$ cat config.mk
export PLATFORM = sky130hd
export DESIGN_NAME = uart_tx_fifo_sched
export DESIGN_NICKNAME = d
export VERILOG_FILES = /design/src/rtl/uart_sched_pkg.sv /design/src/rtl/sched_cnt.sv /design/src/rtl/uart_tx_fifo_sched.sv
export SDC_FILE = /design/constraint.sdc
export NUM_CORES = 1
export LEC_CHECK = 0
export ABC_AREA = 1
export BUFFER_PORTS_ARGS = -buffer_cell sky130_fd_sc_hd__buf_2
export CAP_MARGIN = 25
export CELL_PAD_IN_SITES_DETAIL_PLACEMENT = 1
export CELL_PAD_IN_SITES_GLOBAL_PLACEMENT = 2
export CORE_UTILIZATION = 32
export DETAILED_ROUTE_END_ITERATION = 6
export PLACE_DENSITY_LB_ADDON = 0.08
export SYNTH_ARGS = -nofsm -noshare
export SYNTH_HDL_FRONTEND = slang
export SYNTH_SLANG_ARGS = --single-unit
$ cat constraint.sdc
create_clock -name i_clk -period 2 [get_ports i_clk]
set_input_delay 0.2 -clock i_clk [delete_from_list [all_inputs] [get_ports i_clk]]
set_output_delay 0.2 -clock i_clk [all_outputs]
set_load 0.01 [all_outputs]
$ cat src/rtl/uart_sched_pkg.sv
// Shared definitions for the UART TX read-side scheduler: one-hot state
// encoding and the sizing rule for the shared wait/gap counter.
package uart_sched_pkg;

  localparam int ST_W     = 5;

  // Bit positions inside the one-hot state vector
  localparam int IDLE_B   = 0;
  localparam int LOAD_B   = 1;
  localparam int WBUSY_B  = 2;
  localparam int WDONE_B  = 3;
  localparam int GAP_B    = 4;

  typedef enum logic [ST_W-1:0] {
    IDLE      = 5'b00001,
    LOAD      = 5'b00010,
    WAIT_BUSY = 5'b00100,
    WAIT_DONE = 5'b01000,
    GAP       = 5'b10000
  } sched_state_e;

  // One spare bit above clog2 of the largest terminal count, so the counter
  // can never wrap before it reaches either the timeout or the gap length.
  function automatic int sched_cnt_width(input int timeout_cyc, input int gap_cyc);
    int m;
    m = (timeout_cyc > gap_cyc) ? timeout_cyc : gap_cyc;
    if (m < 2) m = 2;
    return $clog2(m) + 1;
  endfunction

endpackage

$ cat src/rtl/sched_cnt.sv
// Clear/enable up-counter with a terminal-count flag. The flag is raised in
// the cycle whose enabled increment lands on term, so the owner can act on
// the same clock edge that the count is reached.
module sched_cnt #(
  parameter int W = 5
) (
  input  logic         clk,
  input  logic         rst_n,
  input  logic         clr,
  input  logic         en,
  input  logic [W-1:0] term,
  output logic         tc
);

  logic [W-1:0] cnt_reg;
  logic [W-1:0] cnt_next;

  assign cnt_next = cnt_reg + W'(1);
  assign tc       = en && (cnt_next == term);

  // Count register: clear has priority over enable
  always_ff @(posedge clk or negedge rst_n) begin
    if (!rst_n) begin
      cnt_reg <= '0;
    end else if (clr) begin
      cnt_reg <= '0;
    end else if (en) begin
      cnt_reg <= cnt_next;
    end
  end

endmodule

$ cat src/rtl/uart_tx_fifo_sched.sv
// Read-side scheduler between the FIFO read port and the UART transmitter.
// Pops one word per frame, strobes it into the transmitter, follows the busy
// handshake, inserts an inter-frame gap and flags a transmitter that never
// starts. Every output is a flop or a single bit of the one-hot state.
module uart_tx_fifo_sched
  import uart_sched_pkg::*;
#(
  parameter int D_SIZE  = 8,
  parameter int TIMEOUT = 16,
  parameter int GAP_CYC = 2,
  parameter int CNT_W   = 8
) (
  input  logic              i_clk,
  input  logic              i_rstn,
  input  logic              i_en,
  input  logic              i_fifo_empty,
  input  logic [D_SIZE-1:0] i_fifo_rdata,
  output logic              o_fifo_rinc,
  output logic [D_SIZE-1:0] o_tx_data,
  output logic              o_tx_valid,
  input  logic              i_tx_busy,
  input  logic              i_clr_timeout,
  output logic              o_timeout,
  output logic [CNT_W-1:0]  o_frame_cnt,
  output logic              o_active
);

  localparam int            CW       = sched_cnt_width(TIMEOUT, GAP_CYC);
  // WAIT_BUSY gives up when the count reaches TIMEOUT-1; GAP leaves after
  // GAP_CYC cycles. Both use the same "count reached on this edge" flag.
  localparam logic [CW-1:0] TO_TERM  = CW'(TIMEOUT - 1);
  localparam logic [CW-1:0] GAP_TERM = CW'(GAP_CYC);

  sched_state_e      state_reg;
  sched_state_e      state_next;
  logic [D_SIZE-1:0] tx_data_reg;
  logic [CNT_W-1:0]  frame_cnt_reg;
  logic              timeout_reg;

  logic              load_data;
  logic              frame_done;
  logic              timeout_set;
  logic              cnt_clr;
  logic              cnt_en;
  logic              cnt_tc;
  logic [CW-1:0]     cnt_term;

  assign cnt_term = state_reg[GAP_B] ? GAP_TERM : TO_TERM;

  sched_cnt #(
    .W (CW)
  ) u_cnt (
    .clk   (i_clk),
    .rst_n (i_rstn),
    .clr   (cnt_clr),
    .en    (cnt_en),
    .term  (cnt_term),
    .tc    (cnt_tc)
  );

  // State register
  always_ff @(posedge i_clk or negedge i_rstn) begin
    if (!i_rstn) begin
      state_reg <= IDLE;
    end else begin
      state_reg <= state_next;
    end
  end

  // Next-state logic and per-state control strobes
  always_comb begin
    state_next  = state_reg;
    load_data   = 1'b0;
    frame_done  = 1'b0;
    timeout_set = 1'b0;
    cnt_clr     = 1'b0;
    cnt_en      = 1'b0;
    unique case (state_reg)
      IDLE: begin
        if (i_en && !i_fifo_empty) begin
          load_data  = 1'b1;
          state_next = LOAD;
        end
      end
      LOAD: begin
        cnt_clr    = 1'b1;
        state_next = WAIT_BUSY;
      end
      WAIT_BUSY: begin
        cnt_en = 1'b1;
        // busy is checked first so a late start still counts as a frame
        if (i_tx_busy) begin
          state_next = WAIT_DONE;
        end else if (cnt_tc) begin
          timeout_set = 1'b1;
          state_next  = IDLE;
        end
      end
      WAIT_DONE: begin
        if (!i_tx_busy) begin
          frame_done = 1'b1;
          if (GAP_CYC > 0) begin
            cnt_clr    = 1'b1;
            state_next = GAP;
          end else begin
            state_next = IDLE;
          end
        end
      end
      GAP: begin
        cnt_en = 1'b1;
        if (cnt_tc) begin
          state_next = IDLE;
        end
      end
      default: begin
        state_next = IDLE;
      end
    endcase
  end

  // Word captured at the IDLE decision and held until the next pop
  always_ff @(posedge i_clk or negedge i_rstn) begin
    if (!i_rstn) begin
      tx_data_reg <= '0;
    end else if (load_data) begin
      tx_data_reg <= i_fifo_rdata;
    end
  end

  // Completed-frame counter, wraps naturally
  always_ff @(posedge i_clk or negedge i_rstn) begin
    if (!i_rstn) begin
      frame_cnt_reg <= '0;
    end else if (frame_done) begin
      frame_cnt_reg <= frame_cnt_reg + CNT_W'(1);
    end
  end

  // Sticky timeout flag: a new timeout beats a simultaneous clear
  always_ff @(posedge i_clk or negedge i_rstn) begin
    if (!i_rstn) begin
      timeout_reg <= 1'b0;
    end else if (timeout_set) begin
      timeout_reg <= 1'b1;
    end else if (i_clr_timeout) begin
      timeout_reg <= 1'b0;
    end
  end

  assign o_fifo_rinc = state_reg[LOAD_B];
  assign o_tx_valid  = state_reg[LOAD_B];
  assign o_active    = ~state_reg[IDLE_B];
  assign o_tx_data   = tx_data_reg;
  assign o_frame_cnt = frame_cnt_reg;
  assign o_timeout   = timeout_reg;

endmodule

==> results.cfg <==
[placement]
place_ws_ps = 473
port_buffers = 33
place_hpwl_um = 2280
gpl.final_weighted_congestion = 0.780

[clocking]
post-cts-setup-buffer-count = 0
ctsHoldBuffers = 1
cts_buffer_depth = 2
path_clk_slew_ps = 100
cts.sinks = 27
htreeDepth = 1
cts_buffers = 3
cts_root_buffer = clkbuf_8
clock_latency_ps = 270
cts_tree = yes
post_cts_resized = 0

[synth]
yosysWarnings = 0
synth_top_family_by_area = simple AND/OR/NAND/NOR gates
synth_area_per_cell_um2 = 8.64
ys_types = 24
yosysTopAreaCell = dfrtp_1
synth-seq-cells = 27
synth_compound_area_frac = 0.0511
ys_top_cells_by_area = dfrtp_1 (49%), nand2_1 (13%), inv_1 (6.0%), nand4_1 (3.8%), nand3_1 (3.4%)
ys_seq_area_frac = 0.512
syn_inst = 153
synthMuxAreaShare = 0
yosys.area_share.adder = 0.0189
synth_top_area_share = 0.492
syn_nets = 169
synth_xor_area_frac = 0.0397
yosys.area_share.simple = 0.307
syn_area_um2 = 1320

[grt]
antenna_found_initial = 0
grt_usage = 0.155
grt_pass1_wl_um = 5210
grt_max_degree = 28
grt_pass1_vias = 1121
grt-ovfl-total = 0

[drt]
drcViolationCount = 0
vias = 1108
routed_wl_um = 2990
avgRoutedWirePerCell_um = 12.5
firstDrtPassIters = 4
routed_via_density = 4.62
drt_iter0_markers = 51
antenna_left = 0

[timing]
fin_crit_sh = 0.765
period_needed_ps = 1530
hold_viol = 0
holdWs_ps = 113
fmax_mhz = 653
grt_setup_unrepaired = false
slew_headroom = 0.577
drv_slew = 0
worst_slack_ps = 470
clock_skew_ps = 4.22
tightest_slew_ps = 634
setup_tns_ps = 0
finalSetupViolCount = 0

[floorplan]
start_util = 0.333
design.core.area_um2 = 3970
fp.dieArea_um2 = 4390
ios = 34
dieHeight_um = 66.3
die_w_um = 66.3
fp-row-count = 23

[worst_hold_path]
hold_class = in2reg

[final_layout]
n_antenna_cell = 0
area_growth_pct = 21.1
drive_gt1_frac = 0.247
final_nets = 207
fin_util = 0.403

[power_and_ir_drop]
pwr-share-seq = 0.482
p_leak_uw = 0.000885
swShare = 0.382
clockPowerShare = 0.186
power_switching_uw = 653
internal_power_uw = 1060
comb_power_share = 0.332
powerDensity_nw_per_um2 = 1070
vdd_ir_drop_max_uv = 501

[setup_path]
cp-end-kind = flop
worstSetupPathType = reg2reg
cp.required_ps = 2170
arrival_ps = 1700
crit_path_start_kind = flop
cp_max_fo = 7

[run]
drv_cap = 0

[outcome]
status = completed
-- worst max-delay path, cell delays in order (launching register included) --
cell and delay [ps]:
dfrtp_1 460, nor2_4 200, nand3_4 140, nor2_8 180, nand4_4 120, nor2_2 120, nand2_1 70, xor2_1 140
-- worst paths after layout --
kind / from / to / slack (ps) / cells past startpoint
max: state_reg[1] / o_frame_cnt[7] / 470 / 7
min: i_clr_timeout / o_timeout / 110 / 2
max reg2reg: state_reg[1] / o_frame_cnt[7] / 470 / 7
min reg2reg: o_tx_data[6] / o_tx_data[6] / 480 / 2
max in group asynchronous: i_rstn / u_cnt.cnt_reg[0] / 1120 / 2
min in group asynchronous: i_rstn / u_cnt.cnt_reg[4] / 470 / 2
-- layout by cell type, fill, tap and decap left out, types with 2 or more instances in the layout --
master	n
o22ai_1	4
ha_1	2
nor2_1	10
a21oi_1	4
dfrtp_1	26
nand4_1	8
buf_2	33
xor2_1	3
o21ai_0	3
nor2_2	2
nand2_1	46
xnor2_1	3
nand3_1	9
nand2_2	2
inv_1	21
clkbuf_8	3
-- kinds of logic (layout without fill, tap and decap cells) --
logic type / after synthesis / count (layout)
AO/OA/AOI/OAI: 12 / 12
AND/OR/NAND/NOR: 82 / 82
flip-flops: 27 / 27
XOR/XNOR: 6 / 6
adder cells (fa/ha/maj): 2 / 2
buffers and inverters: 24 / 61
-- power groups by stage --
stage               logic, uW  registers (uW)  clock network (uW)
detailed placement        575             837                   0
global route              661             849                 357
CTS                       579             828                 334
finish                    569             825                 318
global placement          564             829                   0
floorplan                 317             864                   0
-- cells in the mapped netlist --
master and number:
nand2_1 46, dfrtp_1 26, inv_1 21, nor2_1 10
nand3_1 9, nand4_1 8, a21oi_1 4, o22ai_1 4
o21ai_0 3, xnor2_1 3, xor2_1 3, ha_1 2
nand2_2 2, nor2_2 2, buf_4 1, clkinv_1 1
dfstp_2 1, inv_2 1, nand3_4 1, nand4_4 1
nor2_4 1, nor2_8 1, o211ai_1 1, or2_1 1
-- layout make-up --
type                            instances  area, um^2
Clock buffer                            3        41.3
Clock inverter                          1        7.51
Fill cell                             495        2370
Inverter                               23        86.3
Multi-Input combinational cell        102         552
Sequential cell                        27         677
Tap cell                               50        62.6
Timing Repair Buffer                   34         175
-- stage by stage --
step	power (uW)	cell area, um^2	instances
finish	1710	1600	240
global placement	1390	1540	235
global route	1870	1600	240
floorplan	1180	1320	153
CTS	1740	1600	240
detailed placement	1410	1540	235
-- routing by layer --
| metal | GRT usage | routed length (um) | vias to the layer above |
|---|---|---|---|
| met2 | 0.259 | 1420 | 21 |
| met1 | 0.203 | 1430 | 521 |
| met5 | 0 | 0 | - |
| met4 | 0.0399 | 32 | 0 |
| met3 | 0.0328 | 113 | 4 |
| li1 | - | - | 562 |
No activity file was read; power rests on OpenSTA's default activity.
